--- config.mk ---
export PLATFORM = sky130hd
export DESIGN_NAME = if_stage
export DESIGN_NICKNAME = d
export VERILOG_FILES = /design/src/rtl/if_stage.sv
export SDC_FILE = /design/constraint.sdc
export NUM_CORES = 1
export LEC_CHECK = 0
export BUFFER_PORTS_ARGS = -buffer_cell sky130_fd_sc_hd__buf_2
export CELL_PAD_IN_SITES_DETAIL_PLACEMENT = 1
export CELL_PAD_IN_SITES_GLOBAL_PLACEMENT = 1
export CORE_AREA = 2 2 104 131
export CTS_BUF_LIST = sky130_fd_sc_hd__clkbuf_8
export CTS_CLUSTER_DIAMETER = 120
export DETAILED_ROUTE_END_ITERATION = 6
export DIE_AREA = 0 0 106 133
export GPL_TIMING_DRIVEN = 0
export HOLD_SLACK_MARGIN = 0.12
export PLACE_DENSITY = 0.85
export SETUP_SLACK_MARGIN = 0.2
export SLEW_MARGIN = 10
export SYNTH_ARGS = -nofsm -noshare
export SYNTH_HDL_FRONTEND = slang
export SYNTH_SLANG_ARGS = --single-unit
--- constraint.sdc ---
create_clock -name clk -period 2.3 [get_ports clk]
set_input_delay 0.23 -clock clk [delete_from_list [all_inputs] [get_ports clk]]
set_output_delay 0.23 -clock clk [all_outputs]
set_load 0.1 [all_outputs]
--- src/rtl/if_stage.sv ---
// Instruction-fetch stage: owns the PC, addresses the synchronous instruction ROM from next-PC
// and registers {pc, instruction} into the IF/ID pipeline register.
module if_stage #(
  parameter logic [31:0] RESET_PC = 32'h0000_0000,
  parameter int unsigned ROM_AW   = 8,
  parameter logic [31:0] NOP_INST = 32'h0000_0000
) (
  input  logic              clk,
  input  logic              rst,
  input  logic              stall,
  input  logic              flush,
  input  logic [31:0]       new_pc,
  input  logic              branch_flag,
  input  logic [31:0]       branch_target,
  output logic [ROM_AW-1:0] rom_addr,
  input  logic [31:0]       rom_data,
  output logic [31:0]       id_pc,
  output logic [31:0]       id_inst,
  output logic              id_valid,
  output logic              id_adel
);

  logic [31:0] pc_q, pc_d;
  logic [31:0] id_pc_q, id_inst_q;
  logic        id_valid_q, id_adel_q;
  logic        misaligned;

  // next_pc drives the ROM so its registered read lines up with pc on the following cycle.
  always_comb begin
    if (rst) begin
      pc_d = RESET_PC;
    end else if (flush) begin
      pc_d = new_pc;
    end else if (stall) begin
      pc_d = pc_q;
    end else if (branch_flag) begin
      pc_d = branch_target;
    end else begin
      pc_d = pc_q + 32'd4;
    end
  end

  assign rom_addr   = pc_d[ROM_AW+1:2];
  assign misaligned = (pc_q[1:0] != 2'b00);

  always_ff @(posedge clk) begin
    if (rst) begin
      pc_q <= RESET_PC;
    end else begin
      pc_q <= pc_d;
    end
  end

  always_ff @(posedge clk) begin
    if (rst || flush) begin
      id_pc_q    <= 32'h0000_0000;
      id_inst_q  <= NOP_INST;
      id_valid_q <= 1'b0;
      id_adel_q  <= 1'b0;
    end else if (!stall) begin
      id_pc_q    <= pc_q;
      id_inst_q  <= misaligned ? NOP_INST : rom_data;
      id_valid_q <= 1'b1;
      id_adel_q  <= misaligned;
    end
  end

  assign id_pc    = id_pc_q;
  assign id_inst  = id_inst_q;
  assign id_valid = id_valid_q;
  assign id_adel  = id_adel_q;

endmodule

# Word level (Yosys, flattened, before mapping)
# Cells that the tools add are included.
# word_totals
word_cells	15
inputBits	101
register_bits	98
# classes
reduce_logical	2
eq_ne	1
n_addsub	1
n_mux	5
# op_table
operator	n
32-bit two-way mux	4
32-bit by 3-bit adder with 32-bit output, second input constant	1
10-bit two-way mux	1
2-bit by 1-bit inequality test with 1-bit output, second input constant	1
2-bit nonzero test	1
1-bit logical OR	1

# Longest topological paths before layout
# Gate-level depths: netlist of the first run.
# logic_depth
depth_word	5
ltp_mapped	7
mapped_depth_nobuf	6

# Worst setup path after synthesis of the first run
# No wires, ideal clock.
# synth_path
path_type	input to output
start	in branch_flag
end	out rom_addr[0]
n_path_buf	3
cell_stages	7
arrival_time_ns	2.630
required_time_ns	2.070
path_slack_ns	-0.560
path_cell_list	clkbuf_1 -> clkbuf_1 -> clkbuf_1 -> a21oi_1 -> o21ai_0 -> mux2i_1 -> nor2_1
# synth_via
elab_chain_cells	4
# synth_rtl
item	line_no	text
from (decl)	13	input logic branch_flag,
32-bit two-way mux	36	end else if (branch_flag) begin
32-bit two-way mux	34	end else if (stall) begin
32-bit two-way mux	32	end else if (flush) begin
10-bit two-way mux	30	if (rst) begin
to (decl)	15	output logic [ROM_AW-1:0] rom_addr,
# Every way passes these cells. The select of a mux whose other input is x is not followed.

# Worst setup path after layout of the first run
# layout_path
start	reg pc_q[5]
end	reg pc_q[9]
# layout_via
elab_chain_cells	5
# layout_rtl
item	line_no	text
from (decl)	23	logic [31:0] pc_q, pc_d;
from (signal assigned)	50	pc_q <= pc_d;
32-bit by 3-bit adder with 32-bit output	39	pc_d = pc_q + 32'd4;
32-bit two-way mux	36	
32-bit two-way mux	34	
32-bit two-way mux	32	
10-bit two-way mux	30	
# Every way passes these cells. The select of a mux whose other input is x is not followed.
# A chain may end at the register's enable or synchronous reset.

==> results of run 1 <==
==> repair_timing <==
action | 4_1_cts | 5_1_grt
hold buffers | 40 | 0
setup endpoints to repair | 15 | 23
hold endpoints to repair | 40 | 0
cloned | 1 | 0
gates resized for setup | 57 | 32
buffers inserted | 12 | 3
pin swaps | 8 | 8
==> logic make-up (layout without fill, tap and decap cells) <==
family / Yosys count / count (layout) / synth area share
compound gates: 144 / 144 / 0.2193
xor+xnor: 9 / 9 / 0.01735
fa+ha+maj: 1 / 1 / 0.002754
buf+inv: 52 / 297 / 0.04380
flops: 98 / 98 / 0.4320
mux: 39 / 39 / 0.08622
simple gates: 189 / 189 / 0.1986
==> cell usage in the layout, fill, tap and decap left out, types with 4 or more instances in the layout <==
master / n
xor2_1: 4
a31oi_1: 5
nor2_1: 85
nand4_1: 15
dfxtp_2: 5
and2_1: 4
a221o_1: 8
buf_1: 9
nor3_2: 4
o21ai_0: 22
nand3_1: 10
clkbuf_1: 16
buf_12: 5
buf_2: 171
a22oi_1: 34
clkbuf_8: 9
o22ai_1: 14
nand2b_1: 4
nor3_1: 6
nand2_1: 30
buf_4: 14
dfxtp_1: 91
mux2i_1: 37
xnor2_1: 5
a21oi_1: 23
dlygate4sd3_1: 40
clkbuf_2: 9
and3_1: 5
inv_1: 8
==> power by group <==
| part | switching, W | internal [W] | total, W |
|---|---|---|---|
| Combinational | 0.000670 | 0.000341 | 0.00101 |
| Clock | 0.000679 | 0.000511 | 0.00119 |
| Sequential | 0.0000820 | 0.00177 | 0.00185 |
| Total | 0.00143 | 0.00262 | 0.00405 |
==> worst min path at each step <==
stage                      start       end  slack [ps]
5_1_grt        branch_target[27]  pc_q[27]         120
6_report              new_pc[21]  pc_q[21]         130
3_5_place_dp            id_valid  id_valid         440
2_1_floorplan         new_pc[16]  pc_q[16]         350
3_3_place_gp            id_valid  id_valid         430
4_1_cts               new_pc[21]  pc_q[21]         120
==> metrics by stage <==
| stage | instance area, um^2 | hold WS, ps |
|---|---|---|
| finish | 6688 | 132.0 |
| global route | 6688 | 123.1 |
| CTS | 6544 | 123.1 |
| detailed placement | 5665 | 439.3 |
| global placement | 5665 | 433.4 |
| floorplan | 4586 | 346.9 |
==> final cells by class <==
cell class              count  area [um^2]
well taps                 171        214.0
flip-flops and latches     98         1976
multi-input cells         382         2581
repair buffers            229         1489
fillers                  1567         6309
clock inverters             7        76.32
clock buffers               9        123.9
inverters                  10        37.54
plain buffers              42        190.2
==> worst min-delay path, cell delays in order <==
cell      delay (ps)
buf_2            100
nand2_1           70
a21boi_0          80
==> routing by layer <==
layer	part of all wire	GRT usage	routed length (um)	vias to the layer above
li1	-	-	-	2428
met1	0.37	0.3033	7597	2637
met2	0.51	0.4907	10300	318
met3	0.066	0.05468	1344	93
met4	0.054	0.1586	1109	0
met5	0	0	0	-
==> synth_stat cells, types with 3 or more instances <==
master    number  area (um^2)
dfxtp_1       98         1962
nor2_1        88        330.3
mux2i_1       38        380.4
a22oi_1       34        255.2
nand2_1       31        116.4
clkbuf_1      29        108.9
a21oi_1       27        135.1
o21ai_0       24        120.1
nand4_1       15        93.84
o22ai_1       14        87.58
nor3_1        11        55.05
buf_1         10        37.54
nand3_1       10        50.05
a221o_1        8        80.08
inv_1          8        30.03
a31oi_1        5        31.28
and2_1         5        31.28
and3_1         5        31.28
nand2b_1       5        31.28
nor4_1         5        31.28
xnor2_1        5        43.79
and4_1         4        35.03
xor2_1         4        35.03
a211o_1        3        26.28
buf_2          3        15.01
o211a_1        3        30.03
o221ai_1       3        26.28
==> sequential cells by signal, summed over array words and instances, names as in the netlist <==
signal / cells
id_adel: 1
id_valid: 1
pc_q: 32
id_inst: 32
id_pc: 32
==> impl_results.md, run 1 <==
* Die height at approximately 130 um
* Setup violators final at 2
* # placed instances at between 800 and 900
* Antenna violations before repair at 0
* Syn nets at ~630
* DPL Wire Length at around 13000 um
* Leakage at just under 3 nW
* Num Clock Sinks at slightly below 100
* First-pass GRT wire length at about 30000 um
* Unrepaired setup endpoints after global routing: yes
* Number of I/O port buffers at between 150 and 200
* Sequential element share of the synthesized area at 0.4320
* Worst min-delay path class: input pin to register
* Setup WS post-layout at -99.11 ps
* Final global-route overflow total at 0
* Post-route insts no fill at roughly 950
* DIE AREA at approximately 14000 um^2
* WP data arrival at about 2700 ps
* Number of global-route vias before repair at slightly below 6000
* Crit path largest cell delay at roughly 440 ps
* Worst slew margin at 0.4255
* Core area at ~13000 um^2
* Num rows at 47
* Worst Setup End Kind: register
* NumNets Final at between 800 and 900
* # diodes at 0
* Global router's overall resource usage at 0.2761
* DRT Wirelength at around 20000 um
* Library cells used by synthesis at 58
* Largest net degree at the start of global routing at 18
* Routed vias at between 5000 and 6000
* Die width at about 110 um
* Root buffer cell: clkbuf_8
* Yosys reg bits at 98
* Peak supply drop at around 0.31 mV
* Layout cells sized above 1 at 0.3398
* Mapped Cells at between 500 and 600
* Drt pass-1 iters at 5
* Max Fclk at about 420 MHz
* CP endpoint: pc_q[9]
* EDFF count, synth at 0
* Delay-heaviest family, CP: buffers and inverters
* Status: finished, violations left
* Synthesized cell area at approximately 4500 um^2
* P per Cell Area at approximately 610 nW/um^2
* Setup TNS at -178.4 ps
* R2R cell count at 13
* WL per Instance at between 20 and 25 um
* CTS clk-pin slew, worst paths at about 120 ps
* Final antenna-violating net count at 0
* Total buffers and inverters traversed by the critical path at 8
* Synth warn at 0
* CTS Buf Count at 9
* Fin util at 0.5146
* Ys flop type: dfxtp_1
* Overall power at 0.004052 W
* Initial drt markers at between 300 and 400
* Final Critical Period at approximately 2400 ps
* Crit path max fanout at 7
* Ports at 175
* Worst-Skew Late Latency at 400 ps
* R2R setup slack at -100 ps
* Crit share post-route at 1.043
* Post-synthesis async set-or-reset flop share at 0
* Worst Max-Slew Pin Slew at approximately 860 ps
* Failing checks: setup timing
* Most used cell, CP: buf_4
* Layout area overhead at 47.25%
* CP required at about 2600 ps
* DRC Markers at 0
* Clock Path Buffers at 2
* Count of final hold-check violations at 0
* Crit-path slowest cell: dfxtp_2
* Place WS at -510.3 ps
* Max Cap Violations at 0
* Critical R2R Capture: pc_q[9]
* Initial Util at 0.3495
* Clock skew at approximately 21 ps
* Slew Limit Fails at 0
* Crit Path Class: register to register
* Hold path cells at 3
* Reg-to-reg startpoint: pc_q[5]
* Crit path from: pc_q[5]
* Crit start category: register
* Via density at 5.776
* Crit. path cell count at 13
* Placer Congestion at slightly below 0.9
* CP Cell Sequence: nand3_4 -> nand2b_4 -> or4_4 -> a21oi_4 -> buf_4 -> buf_4 -> buf_4 -> buf_4 -> buf_4 -> buf_4 -> buf_4 -> buf_4 -> o311a_1
* Htree depth at 3
* Average size of a mapped cell at 8.537 um^2
* CTS tree: done
Note: power is estimated with default switching activity, not from simulation.
==> run 2, diff against run 1 <==
--- a/config.mk
+++ b/config.mk
@@ -16,6 +16,7 @@
 export GPL_TIMING_DRIVEN = 0
 export HOLD_SLACK_MARGIN = 0.12
 export PLACE_DENSITY = 0.85
+export RECOVER_POWER = 25
 export SETUP_SLACK_MARGIN = 0.2
 export SLEW_MARGIN = 10
 export SYNTH_ARGS = -nofsm -noshare
==> run 2 against run 1 <==
- the run still ends with setup timing left
- cell area down 0.71%
- setup slack worse by 0.61 ps
- sequential share of layout area up 0.21 points
- critical path depth unchanged
- critical endpoint unchanged
- count of clock-buffer cells in the layout unchanged
- first-iteration DRC count down 12%
- global-route usage unchanged
- non-clock buffer count unchanged
- routed wire length down 0.10%
- total power down 0.15%
- clock power about the same
- largest power group unchanged
- via count down 0.35%
==> impl_results.md, run 2 (synthesis gave the netlist of run 1 again) <==
* Routed vias at 5457 (-0.35%)
* Num Clock Sinks at 98 (unchanged)
* Unrepaired setup endpoints after global routing: yes
* Drt pass-1 iters at 5 (unchanged)
* Crit Path Class: register to register
* Crit path from: pc_q[5]
* Placer Congestion at 0.8926 (unchanged)
* Initial drt markers at 296 (-12%)
* Root buffer cell: clkbuf_8
* Leakage at 2.786 nW (-5.4%)
* Number of global-route vias before repair at 5796 (unchanged)
* P per Cell Area at 609.3 nW/um^2 (+0.57%)
* Die width at 106 um (unchanged)
* Setup violators final at 2 (unchanged)
* Crit share post-route at 1.043 (about the same)
* Antenna violations before repair at 0 (unchanged)
* Largest net degree at the start of global routing at 18 (unchanged)
* Most used cell, CP: buf_4
* Fin util at 0.5109 (-0.003659)
* DRT Wirelength at 20330 um (-0.10%)
* Final antenna-violating net count at 0 (unchanged)
* Initial Util at 0.3495 (unchanged)
* Worst Max-Slew Pin Slew at 1229 ps (+374.1 ps)
* Via density at 5.756 (-0.35%)
* CP required at 2640 ps (about the same)
* CTS tree: done
* Peak supply drop at 0.3133 mV (-0.15%)
* Slew Limit Fails at 0 (unchanged)
* Setup TNS at -177.7 ps (+0.7140 ps)
* Final global-route overflow total at 0 (unchanged)
* # diodes at 0 (unchanged)
* Ports at 175 (unchanged)
* DIE AREA at 14100 um^2 (unchanged)
* Layout area overhead at 46.20%
* CTS clk-pin slew, worst paths at 110 ps (about the same)
* Crit-path slowest cell: dfxtp_2
* Hold_sp: branch_target[27]
* WL per Instance at 21.45 um (-0.10%)
* DRC Markers at 0 (unchanged)
* Crit path max fanout at 7 (unchanged)
* Count of final hold-check violations at 0 (unchanged)
* DPL Wire Length at 12830 um (unchanged)
* Core area at 13000 um^2 (unchanged)
* CP Cell Sequence: nand3_4 -> nand2b_4 -> or4_4 -> a21oi_4 -> buf_4 -> buf_4 -> buf_4 -> buf_4 -> buf_4 -> buf_4 -> buf_4 -> buf_4 -> o311a_1
* Post-route insts no fill at 948 (unchanged)
* Die height at 133 um (unchanged)
* # placed instances at 876 (unchanged)
* Final Critical Period at 2400 ps (+0.6053 ps)
* Setup WS post-layout at -99.72 ps (-0.6053 ps)
* Worst-Skew Late Latency at 400 ps (about the same)
* Layout cells sized above 1 at 0.2909 (-0.04891)
* Clock skew at 16.90 ps (-3.645 ps)
* Worst min-delay path class: input pin to register
* Num rows at 47 (unchanged)
* Status: finished, violations left
* Worst slew margin at 0.1840 (-0.2415)
* Number of I/O port buffers at 173 (unchanged)
* Clock Path Buffers at 2 (unchanged)
* Max Cap Violations at 0 (unchanged)
* Failing checks: setup timing
* WP data arrival at 2740 ps (about the same)
* NumNets Final at 874 (unchanged)
* First-pass GRT wire length at 30650 um (unchanged)
* Worst Setup End Kind: register
* Reg-to-reg startpoint: pc_q[5]
* Most common cell after layout, fill and taps aside: buf_2
* Crit path largest cell delay at 440 ps (about the same)
* Commonest non-fill, non-tap cells in the layout: buf_2 (134), dfxtp_1 (91), nor2_1 (85), clkbuf_1 (55), dlygate4sd3_1 (40)
* Crit start category: register
* Global router's overall resource usage at 0.2761 (unchanged)
* Max Fclk at 416.7 MHz (about the same)
* CTS Buf Count at 9 (unchanged)
* Htree depth at 3 (unchanged)
-- run 2: cell types whose count changed in the layout (fill, tap and decap cells not counted) --
cell      delta
clkbuf_1    +39
buf_2       -37
buf_1        -1
clkbuf_2     -1
-- run 2: final timing paths --
| path | slack, ps | cells after the start | to |
|---|---|---|---|
| min reg2reg | 470 | 1 | id_valid |
| max reg2reg | -100 | 13 | pc_q[9] |
| max | -100 | 13 | pc_q[9] |
| min | 130 | 2 | pc_q[27] |
-- run 2: stage by stage --
stage	setup slack [ps]	cell area [um^2]	hold WS (ps)	power, W
finish	-99.72	6640	125.4	0.004046
global route	-119.5	6640	123.1	0.004174
CTS	43.06	6544	123.1	0.003982
detailed placement	-510.3	5665	439.3	0.002730
global placement	-497.2	5665	433.4	0.002700
floorplan	179.8	4586	346.9	0.002470
-- run 2: where the power goes --
| group | switching (W) | internal (W) |
|---|---|---|
| Sequential | 0.0000820 | 0.00177 |
| Combinational | 0.000670 | 0.000337 |
| Clock | 0.000679 | 0.000511 |
-- run 2: critical path: cells and delay by family (launching register included) --
family	cells	cell delay, ps
compound gates	2	370
buf+inv	8	820
flops	1	440
simple gates	3	730
-- run 2: layer usage --
metal | part of all wire | vias up | global-route usage
li1 | - | 2426 | -
met1 | 0.37 | 2638 | 0.3033
met2 | 0.51 | 297 | 0.4907
met3 | 0.066 | 96 | 0.05468
met4 | 0.056 | 0 | 0.1586
met5 | 0 | - | 0
-- run 2: what timing repair did --
action	CTS	global route
pin swaps	8	8
hold buffers	40	0
gates cloned	1	0
setup endpoints to repair	15	23
setup buffers	12	3
endpoints found under the hold margin	40	0
resized for setup	57	32
-- run 2: area by class of cell --
type,instances,area [um^2]
Sequential cell,98,1976
Timing Repair Buffer,229,1443
Tap cell,171,214.0
Buffer,42,188.9
Inverter,10,37.54
Clock inverter,7,76.32
Clock buffer,9,123.9
Fill cell,1585,6356
Multi-Input combinational cell,382,2581
==> run 3, diff against run 2 <==
--- a/config.mk
+++ b/config.mk
@@ -8,14 +8,13 @@
 export BUFFER_PORTS_ARGS = -buffer_cell sky130_fd_sc_hd__buf_2
 export CELL_PAD_IN_SITES_DETAIL_PLACEMENT = 1
 export CELL_PAD_IN_SITES_GLOBAL_PLACEMENT = 1
-export CORE_AREA = 2 2 104 131
-export CTS_BUF_LIST = sky130_fd_sc_hd__clkbuf_8
+export CORE_AREA = 2 2 105 133
 export CTS_CLUSTER_DIAMETER = 120
 export DETAILED_ROUTE_END_ITERATION = 6
-export DIE_AREA = 0 0 106 133
+export DIE_AREA = 0 0 107 135
 export GPL_TIMING_DRIVEN = 0
 export HOLD_SLACK_MARGIN = 0.12
-export PLACE_DENSITY = 0.85
+export PLACE_DENSITY = 0.83
 export RECOVER_POWER = 25
 export SETUP_SLACK_MARGIN = 0.2
 export SLEW_MARGIN = 10
==> run 3 against run 2 <==
- the run still ends with setup timing left
- die area is 2.5% higher
- fmax up 1.2%
- critical path depth fell by 7
- first-iteration DRC count increased by 8.1%
- global-route usage down 2.6 points
- combinational power shrank 4%
- cell area down 2.7%
- clock skew fell by 9.2 ps
- setup slack improved by 29 ps
- utilization decreased by 1.8 points
- highest routed layer unchanged
==> impl_results.md, run 3 (synthesis gave the netlist of run 1 again) <==
* Status: finished, violations left
* Worst slew margin at 0.3587 (+0.1747)
* Post-route cell area at 6459 um^2 (-2.7%)
* Ports at 175 (unchanged)
* Overall power at 0.004291 W (+6.0%)
* Peak supply drop at 0.3455 mV (+10%)
* DRT Wirelength at 19700 um (-3.1%)
* Sw Pwr at 0.001473 W (+3.0%)
* # placed instances at 876 (unchanged)
* Worst-Skew Late Latency at 360 ps (-40 ps)
* Slew Limit Fails at 0 (unchanged)
* Commonest non-fill, non-tap cells in the layout: buf_2 (169), dfxtp_1 (91), nor2_1 (84), mux2i_1 (36), a22oi_1 (33)
* R2R setup slack at 30 ps (+130 ps)
* DPL Wire Length at 13510 um (+5.3%)
* Htree depth at 3 (unchanged)
* Global router's overall resource usage at 0.2502 (-0.02592)
* WP data arrival at 2140 ps (-600 ps)
* Worst Max-Slew Pin Slew at 954.6 ps (-274.7 ps)
* Initial drt markers at 320 (+8.1%)
* Setup violators final at 1 (-1)
* DRC Markers at 0 (unchanged)
* Leakage at 2.841 nW (+2.0%)
* Sequential share of power at 0.431 (-0.026)
* Crit-path slowest cell: or4_4
* Worst min-delay path class: input pin to register
* Logic gate share of total power at 0.226 (-0.023)
* Failing checks: setup timing
* P_int at 0.002817 W (+7.7%)
* Root buffer cell: clkbuf_16
* Worst Setup End Kind: output port
* Final hold slack at 108.7 ps (-16.69 ps)
* CTS tree: done
* Register area at 1978 um^2 (+0.13%)
* Crit path from: pc_q[5]
* Unrepaired setup endpoints after global routing: yes
* Die width at 107 um (+0.94%)
* Crit start category: register
* Largest net degree at the start of global routing at 18 (unchanged)
* Post-route insts no fill at 913 (-3.7%)
* Num rows at 47 (unchanged)
* Final Critical Period at 2371 ps (-29.08 ps)
* Clock power share at 0.343 (+0.049)
* Initial Util at 0.3463 (-0.003134)
* Sw Share at 0.3434 (-0.01014)
* Die height at 135 um (+1.5%)
* Crit path max fanout at 7 (unchanged)
* Setup WS post-layout at -70.64 ps (+29.08 ps)
* Crit share post-route at 1.031 (-0.01264)
* Count of final hold-check violations at 0 (unchanged)
* Final global-route overflow total at 0 (unchanged)
* CP Cell Sequence: nand3_4 -> nand2b_4 -> or4_4 -> a21oi_4 -> o311a_4 -> buf_12
* Antenna violations before repair at 1 (+1)
* Via density at 5.778 (+0.37%)
* Clock Path Buffers at 2 (unchanged)
* Max Cap Violations at 0 (unchanged)
* Core area at 13110 um^2 (+0.90%)
* WL per Instance at 21.57 um (+0.59%)
* Reg-to-reg startpoint: pc_q[5]
* Dpl cell area at 5665 um^2 (unchanged)
* Hold_sp: rom_data[0]
* Fillers at 1598 (+0.82%)
* CP required at 2070 ps (-570 ps)
* Drt pass-1 iters at 5 (unchanged)
* Multi-input logic area at 2606 um^2 (+0.97%)
* Num Clock Sinks at 98 (unchanged)
* # diodes at 0 (unchanged)
* DIE AREA at 14450 um^2 (+2.5%)
* Clock skew at 7.671 ps (-9.230 ps)
* Crit Path Class: register to output port
* Crit path largest cell delay at 450 ps (about the same)
* Layout cells sized above 1 at 0.3612 (+0.07032)
* Routed vias at 5275 (-3.3%)
* Number of global-route vias before repair at 5433 (-6.3%)
* Most common cell after layout, fill and taps aside: buf_2
* Layout area overhead at 42.20%
* Placer Congestion at 0.8914 (-0.13%)
* Final antenna-violating net count at 0 (unchanged)
* CTS Buf Count at 9 (unchanged)
* Max Fclk at 421.8 MHz (+1.2%)
* First-pass GRT wire length at 28330 um (-7.6%)
* NumNets Final at 839 (-4.0%)
* P per Cell Area at 664.3 nW/um^2 (+9.0%)
* CTS clk-pin slew, worst paths at 80 ps (-30 ps)
* Number of I/O port buffers at 173 (unchanged)
## run 3: routing by layer
layer | GRT usage | up-vias | wire [um]
li1 | - | 2364 | -
met1 | 0.2751 | 2515 | 7303
met2 | 0.4490 | 308 | 9794
met3 | 0.07046 | 88 | 1717
met4 | 0.1039 | 0 | 881
met5 | 0 | - | 0
## run 3: layout make-up
cell class / instances / share of cell area
flip-flops and latches: 98 / 0.3063
repair buffers: 194 / 0.1780
clock inverters: 7 / 0.008524
inverters: 10 / 0.005812
clock buffers: 9 / 0.03487
well taps: 171 / 0.03313
multi-input cells: 382 / 0.4035
plain buffers: 42 / 0.02983
## run 3: critical path: cells and delay by family (launching register included)
family	cells	cell delay, ps
compound gates	2	450
simple gates	3	720
buf+inv	1	180
flops	1	430
## run 3: repair_timing
item,4_1_cts,5_1_grt
pin swaps,5,17
endpoints found under the hold margin,7,0
hold buffers,7,0
setup buffers,4,10
setup endpoints to repair,18,19
gates resized for setup,52,50
## run 3: worst paths after layout
path / to / depth (start not counted)
worst min-delay path: id_inst[0] / 3
worst max register to register: pc_q[17] / 7
worst max-delay path: rom_addr[7] / 6
worst min register to register: id_valid / 1
## run 3: metrics by stage
step                      worst slack, ps  setup TNS [ps]  utilization
after floorplan                     179.8               0            -
after global placement             -453.6           -2282       0.4320
after detailed placement           -567.2           -2843       0.4320
after CTS                           11.03               0       0.4742
after global routing               -71.60          -86.11       0.4925
final                              -70.64          -70.64       0.4925
## run 3: power groups by stage
stage | clock network [W] | logic (W) | registers (W)
after floorplan | 0 | 0.000401 | 0.00207
after global placement | 0 | 0.000832 | 0.00187
after detailed placement | 0 | 0.000860 | 0.00188
after CTS | 0.00147 | 0.000912 | 0.00184
after global routing | 0.00155 | 0.00102 | 0.00186
final | 0.00147 | 0.000970 | 0.00185
